**config.mk**
```make
export PLATFORM = sky130hd
export DESIGN_NAME = rom_load_sequencer_flat
export DESIGN_NICKNAME = d
export VERILOG_FILES = /design/src/rtl/rom_load_sequencer_if.sv /design/src/rtl/rom_load_sequencer.sv /design/src/flat_wrapper.sv
export SDC_FILE = /design/constraint.sdc
export NUM_CORES = 1
export LEC_CHECK = 0
export CORE_ASPECT_RATIO = 1.4
export CORE_MARGIN = 8
export CORE_UTILIZATION = 53
export CTS_CLUSTER_SIZE = 28
export DETAILED_ROUTE_END_ITERATION = 10
export GPL_ROUTABILITY_DRIVEN = 0
export PLACE_DENSITY_LB_ADDON = 0.08
export REMOVE_ABC_BUFFERS = 1
export SYNTH_ARGS = -nofsm -noshare
export SYNTH_HDL_FRONTEND = slang
export SYNTH_SLANG_ARGS = --single-unit
```
**constraint.sdc**
```tcl
create_clock -name clk_sys -period 4.3 [get_ports clk_sys]
set_input_delay 0.645 -clock clk_sys [delete_from_list [all_inputs] [get_ports clk_sys]]
set_output_delay 0.645 -clock clk_sys [all_outputs]
set_load 0.005 [all_outputs]
```
**src/rtl/rom_load_sequencer_if.sv**
```systemverilog
// rtl/rom_load_sequencer_if.sv - SDRAM word-write request/acknowledge bus
interface rom_load_sequencer_if #(
    parameter int AW = 24
);
    logic          wr_req;
    logic [AW-2:0] wr_addr;
    logic [15:0]   wr_data;
    logic          wr_ack;

    modport master (
        output wr_req,
        output wr_addr,
        output wr_data,
        input  wr_ack
    );

    modport slave (
        input  wr_req,
        input  wr_addr,
        input  wr_data,
        output wr_ack
    );
endinterface

```
**src/rtl/rom_load_sequencer.sv**
```systemverilog
// rtl/rom_load_sequencer.sv - ROM download header latch, byte-to-word packer, SDRAM write queue
module rom_load_sequencer #(
    parameter int FIFO_DEPTH = 4,
    parameter int AW         = 24
) (
    input  logic                 clk_sys,
    input  logic                 reset,
    input  logic                 ext_reset,
    input  logic                 ioctl_downl,
    input  logic                 ioctl_wr,
    input  logic [24:0]          ioctl_addr,
    input  logic [7:0]           ioctl_dout,
    output logic [3:0]           pcb,
    output logic                 tate,
    output logic [7:0]           brd,
    rom_load_sequencer_if.master sdram,
    output logic                 rom_loaded,
    output logic                 core_reset,
    output logic                 overflow
);
    localparam int WAW = AW - 1;
    localparam int PW  = $clog2(FIFO_DEPTH);
    localparam logic [PW:0] DEPTH_C = (PW+1)'(FIFO_DEPTH);

    typedef enum logic [1:0] {IDLE, LOAD, DRAIN, DONE} state_t;
    state_t state, state_nx;

    logic downl_q;
    logic rise;
    logic fall;

    logic           pend_valid;
    logic [WAW-1:0] pend_addr;
    logic [7:0]     pend_data;
    logic           def_valid;
    logic [WAW-1:0] def_addr;
    logic [15:0]    def_data;

    logic [24:0]    p;
    logic           strobe;
    logic           is_pay;
    logic [WAW-1:0] p_word;
    logic           match;

    logic           push_valid;
    logic [WAW-1:0] push_addr;
    logic [15:0]    push_data;
    logic           def_load;
    logic           def_clr;
    logic           pend_load;
    logic           pend_clr;

    logic           enter_load;
    logic           set_loaded;
    logic           flush_ok;

    logic [WAW+15:0] mem [FIFO_DEPTH];
    logic [PW-1:0]   rd_ptr;
    logic [PW-1:0]   wr_ptr;
    logic [PW:0]     count;
    logic            fifo_empty;
    logic            full;
    logic            pop;
    logic            push_ok;

    logic unused_bits;

    assign rise   = ioctl_downl & ~downl_q;
    assign fall   = ~ioctl_downl & downl_q;
    assign p      = ioctl_addr - 25'd2;
    assign strobe = ioctl_wr & ioctl_downl;
    assign is_pay = strobe & (ioctl_addr > 25'd1);
    assign p_word = p[AW-1:1];
    assign match  = pend_valid & (pend_addr == p_word);

    assign unused_bits = ^{ioctl_dout[6:4], p[24:AW]};

    // State register
    always_ff @(posedge clk_sys) begin
        if (reset) state <= IDLE;
        else       state <= state_nx;
    end

    // Next-state logic; a re-raised download in DRAIN waits for the queue to empty
    always_comb begin
        state_nx = state;
        case (state)
            IDLE:  if (rise) state_nx = LOAD;
            LOAD:  if (fall) state_nx = DRAIN;
            DRAIN: if (fifo_empty && !def_valid && !push_valid) begin
                       if (ioctl_downl)      state_nx = LOAD;
                       else if (!pend_valid) state_nx = DONE;
                   end
            DONE:  if (rise) state_nx = LOAD;
            default: state_nx = IDLE;
        endcase
    end

    // FSM outputs
    always_comb begin
        enter_load = (state_nx == LOAD) && (state != LOAD);
        set_loaded = (state == DRAIN) && (state_nx == DONE);
        flush_ok   = (state == DRAIN) && !ioctl_downl;
    end

    // Word assembly; the stream gap keeps a deferred word from meeting a new strobe
    always_comb begin
        push_valid = 1'b0;
        push_addr  = def_addr;
        push_data  = def_data;
        def_load   = 1'b0;
        def_clr    = 1'b0;
        pend_load  = 1'b0;
        pend_clr   = 1'b0;
        if (def_valid) begin
            push_valid = 1'b1;
            def_clr    = 1'b1;
        end
        if (is_pay) begin
            if (!p[0]) begin
                if (pend_valid) begin
                    push_valid = 1'b1;
                    push_addr  = pend_addr;
                    push_data  = {pend_data, 8'hFF};
                end
                pend_load = 1'b1;
            end else if (match) begin
                push_valid = 1'b1;
                push_addr  = p_word;
                push_data  = {pend_data, ioctl_dout};
                pend_clr   = 1'b1;
            end else if (pend_valid) begin
                push_valid = 1'b1;
                push_addr  = pend_addr;
                push_data  = {pend_data, 8'hFF};
                pend_clr   = 1'b1;
                def_load   = 1'b1;
            end else begin
                push_valid = 1'b1;
                push_addr  = p_word;
                push_data  = {8'hFF, ioctl_dout};
            end
        end else if (flush_ok && pend_valid && !def_valid) begin
            push_valid = 1'b1;
            push_addr  = pend_addr;
            push_data  = {pend_data, 8'hFF};
            pend_clr   = 1'b1;
        end
    end

    assign fifo_empty = (count == '0);
    assign full       = (count == DEPTH_C);
    assign pop        = sdram.wr_ack & ~fifo_empty;
    assign push_ok    = push_valid & (~full | pop);

    always_ff @(posedge clk_sys) begin
        if (push_ok) mem[wr_ptr] <= {push_addr, push_data};
    end

    always_ff @(posedge clk_sys) begin
        if (reset) begin
            rd_ptr <= '0;
            wr_ptr <= '0;
            count  <= '0;
        end else begin
            if (push_ok) wr_ptr <= wr_ptr + 1'b1;
            if (pop)     rd_ptr <= rd_ptr + 1'b1;
            case ({push_ok, pop})
                2'b10:   count <= count + 1'b1;
                2'b01:   count <= count - 1'b1;
                default: count <= count;
            endcase
        end
    end

    assign sdram.wr_req  = ~fifo_empty;
    assign sdram.wr_addr = fifo_empty ? '0 : mem[rd_ptr][WAW+15:16];
    assign sdram.wr_data = fifo_empty ? '0 : mem[rd_ptr][15:0];

    // Header, pending/deferred bytes, status flags and core reset
    always_ff @(posedge clk_sys) begin
        if (reset) begin
            downl_q    <= 1'b0;
            pcb        <= '0;
            tate       <= 1'b0;
            brd        <= '0;
            pend_valid <= 1'b0;
            pend_addr  <= '0;
            pend_data  <= '0;
            def_valid  <= 1'b0;
            def_addr   <= '0;
            def_data   <= '0;
            rom_loaded <= 1'b0;
            overflow   <= 1'b0;
            core_reset <= 1'b1;
        end else begin
            downl_q <= ioctl_downl;
            if (strobe && ioctl_addr == 25'd0) begin
                tate <= ioctl_dout[7];
                pcb  <= ioctl_dout[3:0];
            end
            if (strobe && ioctl_addr == 25'd1) brd <= ioctl_dout;
            if (pend_load) begin
                pend_valid <= 1'b1;
                pend_addr  <= p_word;
                pend_data  <= ioctl_dout;
            end else if (pend_clr) begin
                pend_valid <= 1'b0;
            end
            if (def_load) begin
                def_valid <= 1'b1;
                def_addr  <= p_word;
                def_data  <= {8'hFF, ioctl_dout};
            end else if (def_clr) begin
                def_valid <= 1'b0;
            end
            if (enter_load)      rom_loaded <= 1'b0;
            else if (set_loaded) rom_loaded <= 1'b1;
            if (enter_load)                       overflow <= 1'b0;
            else if (push_valid && full && !pop) overflow <= 1'b1;
            core_reset <= ext_reset | ioctl_downl | ~rom_loaded;
        end
    end
endmodule

```
**src/flat_wrapper.sv**
```systemverilog
// flat-port wrapper written by rule: the top's interface ports become plain ports
module rom_load_sequencer_flat 
#(
    parameter int FIFO_DEPTH = 4,
    parameter int AW         = 24
)
  (clk_sys, reset, ext_reset, ioctl_downl, ioctl_wr, ioctl_addr, ioctl_dout, pcb, tate, brd, rom_loaded, core_reset, overflow, sdram_wr_req, sdram_wr_addr, sdram_wr_data, sdram_wr_ack);
  rom_load_sequencer_if #(.AW(AW)) sdram_i ();
  input  logic clk_sys;
  input  logic reset;
  input  logic ext_reset;
  input  logic ioctl_downl;
  input  logic ioctl_wr;
  input  logic [24:0] ioctl_addr;
  input  logic [7:0] ioctl_dout;
  output logic [3:0] pcb;
  output logic tate;
  output logic [7:0] brd;
  output logic rom_loaded;
  output logic core_reset;
  output logic overflow;
  output wire logic [$bits(sdram_i.wr_req)-1:0] sdram_wr_req;
  output wire logic [$bits(sdram_i.wr_addr)-1:0] sdram_wr_addr;
  output wire logic [$bits(sdram_i.wr_data)-1:0] sdram_wr_data;
  input wire logic [$bits(sdram_i.wr_ack)-1:0] sdram_wr_ack;
  assign sdram_wr_req = sdram_i.wr_req;
  assign sdram_wr_addr = sdram_i.wr_addr;
  assign sdram_wr_data = sdram_i.wr_data;
  assign sdram_i.wr_ack = sdram_wr_ack;
  rom_load_sequencer #(.FIFO_DEPTH(FIFO_DEPTH), .AW(AW)) u_core (.clk_sys(clk_sys), .reset(reset), .ext_reset(ext_reset), .ioctl_downl(ioctl_downl), .ioctl_wr(ioctl_wr), .ioctl_addr(ioctl_addr), .ioctl_dout(ioctl_dout), .pcb(pcb), .tate(tate), .brd(brd), .sdram(sdram_i), .rom_loaded(rom_loaded), .core_reset(core_reset), .overflow(overflow));
endmodule
```
==> flow_summary_export.csv <==
group,metric,value,unit
global_routing,grt_max_degree,49,
pwr,p_per_area,429,nW/um2
timing,fin_worst_skew,0.0221,ns
pwr,seqPwrFrac,0.427,
synthesis,synth_top_family_by_area,"simple AND/OR/NAND/NOR gates",
timing,clock.fmax,238,MHz
setup_path,cp_max_fo,7,
synthesis,netlist_instances,1006,
synthesis,synth_fa_ha_area_frac,0.0102,
placed_design,portBuffers,94,
synthesis,yosys_register_bits,249,
routing,finalWirelength,28900,um
synthesis,ys_types,71,
synthesis,synth_compound_area_frac,0.120,
setup_path,r2r_slack,0.79,ns
timing,slew_viol_final,0,
synthesis,synth-edff-count,156,
clocking,clk_pin_slew,0.06,ns
routing,wl_per_cell,19.4,um
setup_path,reg2reg_to,"u_core.mem[0][21]$_DFFE_PP_",
placed_design,hpwl,20400,um
pwr,p_int,4.67,mW
setup_path,cp_slowest_cell,"or4_4",
routing,vias,8610,
pwr,p_total,6.28,mW
clocking,cts_buffer_depth,3,
setup_path,required,4.70,ns
hold_path,hp-class,"reg -> reg",
timing,setup_slack,0.103,ns
pwr,p_switching,1.61,mW
global_routing,antenna_found_initial,0,
final_layout,fin_util,0.672,
final_layout,seq_area,6550,um2
clocking,h-tree-depth,1,
final_layout,finalInstanceArea,14600,um2
synthesis,yosysWarnings,0,
pwr,ir_worst_vdd,0.341,mV
setup_path,path_class,"in -> reg",
pwr,combPwrFrac,0.229,
setup_path,cp-end-kind,"register",
placed_design,place_ws,-0.647,ns
synthesis,yosysTopAreaCell,"edfxtp_1",
setup_path,rr_worst_depth,11,
timing,post-route-period-util,0.976,
clocking,clock-sinks,249,
synthesis,yosysSeqAreaShare,0.558,
setup_path,crit_path_end,"u_core.mem[1][38]$_DFFE_PP_",
synthesis,synth-simple-area-share,0.143,
setup_path,path_buf_inv,6,
synthesis,synth_mux_area_frac,0.0992,
pwr,power.leakage,5.05,nW
routing,drtIter0Drc,617,
timing,worst_slew_pin_slew,1.10,ns
routing,drc,0,
die,core_area,21800,um2
placed_design,placed_area,13800,um2
placed_design,dp.cells,1446,
clocking,postCtsSetupBuffers,0,
timing,min_period,4.20,ns
setup_path,timing.rr.start,"u_core.pend_addr[4]$_SDFFE_PP0P_",
timing,finalSetupViolCount,0,
routing,postRouteAntennaNets,0,
clocking,cts_tree,"yes",
final_layout,drive_gt1_frac,0.194,
synthesis,synth-main-ff-cell,"edfxtp_1",
synthesis,synthTopCellsByArea,"edfxtp_1, dfxtp_1, mux4_2, nor2_1, a211oi_1",
die,ios,95,
synthesis,yosysTopAreaCellShare,0.399,
setup_path,crit_top_cell,"buf_4",
final_layout,multiInputGateArea,4890,um2
final_layout,fillCellCount,1700,
die,fp.dieH,192,um
die,die_w,142,um
clocking,clkLatencyLatePin,0.53,ns
job,cap_violations,0,
final_layout,antenna_cells,0,
synthesis,synthesis.area,11700,um2
timing,setup_tns,0,ns
global_routing,grt_usage,0.214,
final_layout,syn_to_final_growth,24.7,%
global_routing,gr-total-overflow,0,
die,start_util,0.539,
global_routing,grt_pass1_wl,46000,um
setup_path,cp_slowest_stage_delay,0.58,ns
die,die_area,27200,um2
setup_path,cp.depth,15,
clocking,cts-root-buf,"clkbuf_16",
run_status,status,"complete, no violations",
synthesis,postSynthAreaPerCell,11.7,um2
synthesis,synthXorXnorAreaFrac,0.0373,
die,placementRows,64,
setup_path,crit_arrival,4.60,ns
setup_path,cp_top_family,"simple AND/OR/NAND/NOR gates",
hold_path,hp-start,"u_core.pend_data[4]$_SDFFE_PP0P_",
pwr,switching_share,0.257,
setup_path,critPathLaunchType,"input pin",
timing,slew_headroom,0.270,
synthesis,synthArstFlopShare,0,
timing,hold_viol,0,
clocking,cts_buffers,24,
final_layout,fin_cells,1490,
setup_path,crit_chain,"clkdlybuf4s50_1 > or4_4 > buf_4 > or3_1 > and2_1 > a2111oi_0 > buf_4 > nand4_1 > nor4_2 > buf_4 > a21oi_4 > nand2b_1 > buf_4 > a221oi_1 > buf_4",
final_layout,finish.net_count,1223,
routing,via_per_inst,5.78,
timing,rsz0062_at_grt,"true",
global_routing,first_global_vias,8506,
timing,timing.hold.ws,0.459,ns
routing,dr.pass1.iters,5,
pwr,pwr-share-clk,0.344,
setup_path,startpoint,"ioctl_addr[3]",
[routing by layer]
metal  share of wire  global-route usage  vias up  wire length (um)
met2            0.51               0.379      221             14700
met5               0                   0        -                 0
met4           0.017              0.0489        0               490
li1                -                   -     4105                 -
met1            0.43               0.274     4254             12500
met3           0.042              0.0271       30              1230
[cells in the final DEF, fill, tap and decap left out, types with 24 or more instances in the layout]
master           netlist  final
a211oi_1              55     55
a21oi_1               28     24
and2_1                52     48
buf_4                  1    110
clkbuf_16              0     24
clkdlybuf4s50_1        0     93
dfxtp_1               93     91
edfxtp_1             156    156
inv_1                 31     31
mux2i_1               26     24
mux4_2                39     39
nand2_1               51     50
nor2_1               143    142
xnor2_1               35     33
[what timing repair did]
item | CTS | global route
hold buffers | 0 | 0
pin swaps | 0 | 2
gates resized for setup | 5 | 8
gates cloned | 0 | 0
endpoints found under the setup margin | 52 | 88
[power by group through the flow]
| stage | Clock (mW) | Sequential (mW) | Combinational [mW] |
|---|---|---|---|
| 3_5_place_dp | 0 | 2.73 | 1.46 |
| 5_1_grt | 2.31 | 2.69 | 1.59 |
| 3_3_place_gp | 0 | 2.73 | 1.44 |
| 6_report | 2.16 | 2.68 | 1.44 |
| 2_1_floorplan | 0 | 2.77 | 0.724 |
| 4_1_cts | 2.20 | 2.68 | 1.47 |
[cell families after synthesis]
logic type	Yosys count
flops	249
mux	67
compound gates	194
simple gates	339
xor+xnor	50
fa+ha+maj	9
buf+inv	98
[flip-flops by register name, summed over array words and instances (netlist names), named ones only]
| register | flops |
|---|---|
| u_core.brd | 8 |
| u_core.core_reset | 1 |
| u_core.count | 3 |
| u_core.def_addr | 23 |
| u_core.def_data | 9 |
| u_core.def_valid | 1 |
| u_core.downl_q | 1 |
| u_core.mem | 156 |
| u_core.overflow | 1 |
| u_core.pcb | 4 |
| u_core.pend_addr | 23 |
| u_core.pend_data | 8 |
| u_core.pend_valid | 1 |
| u_core.rd_ptr | 2 |
| u_core.rom_loaded | 1 |
| u_core.state | 2 |
| u_core.tate | 1 |
| u_core.wr_ptr | 2 |
[tightest hold or removal path, cell delays in order, from the launching register on]
cell and delay [ns]:
dfxtp_1 0.31, nand2_1 0.05, a21oi_1 0.05
[worst min path at each step]
stage	end	slack (ns)	depth (start not counted)
global placement	u_core.pend_data[5]$_SDFFE_PP0P_	0.45	2
CTS	u_core.pend_data[5]$_SDFFE_PP0P_	0.46	2
global route	u_core.pend_data[5]$_SDFFE_PP0P_	0.47	2
floorplan	u_core.pend_data[0]$_SDFFE_PP0P_	0.43	2
finish	u_core.pend_data[4]$_SDFFE_PP0P_	0.46	2
detailed placement	u_core.pend_data[5]$_SDFFE_PP0P_	0.45	2
[final cells by class]
type / count / area share
flip-flops and latches: 249 / 0.447
multi-input cells: 659 / 0.334
repair buffers: 210 / 0.129
clock buffers: 31 / 0.0449
well taps: 297 / 0.0254
clock inverters: 13 / 0.0116
inverters: 31 / 0.00795
[cells in the mapped netlist (all sizes together), types with 15 or more instances]
| library cell | count |
|---|---|
| edfxtp | 156 |
| nand2 | 51 |
| nor2 | 143 |
| a211oi | 55 |
| xnor2 | 35 |
| mux2i | 26 |
| clkbuf | 48 |
| a21oi | 29 |
| mux4 | 39 |
| inv | 31 |
| buf | 19 |
| and2 | 52 |
| o21ai | 20 |
| o22ai | 16 |
| xor2 | 15 |
| dfxtp | 93 |
(Power assumes the default switching activity.)
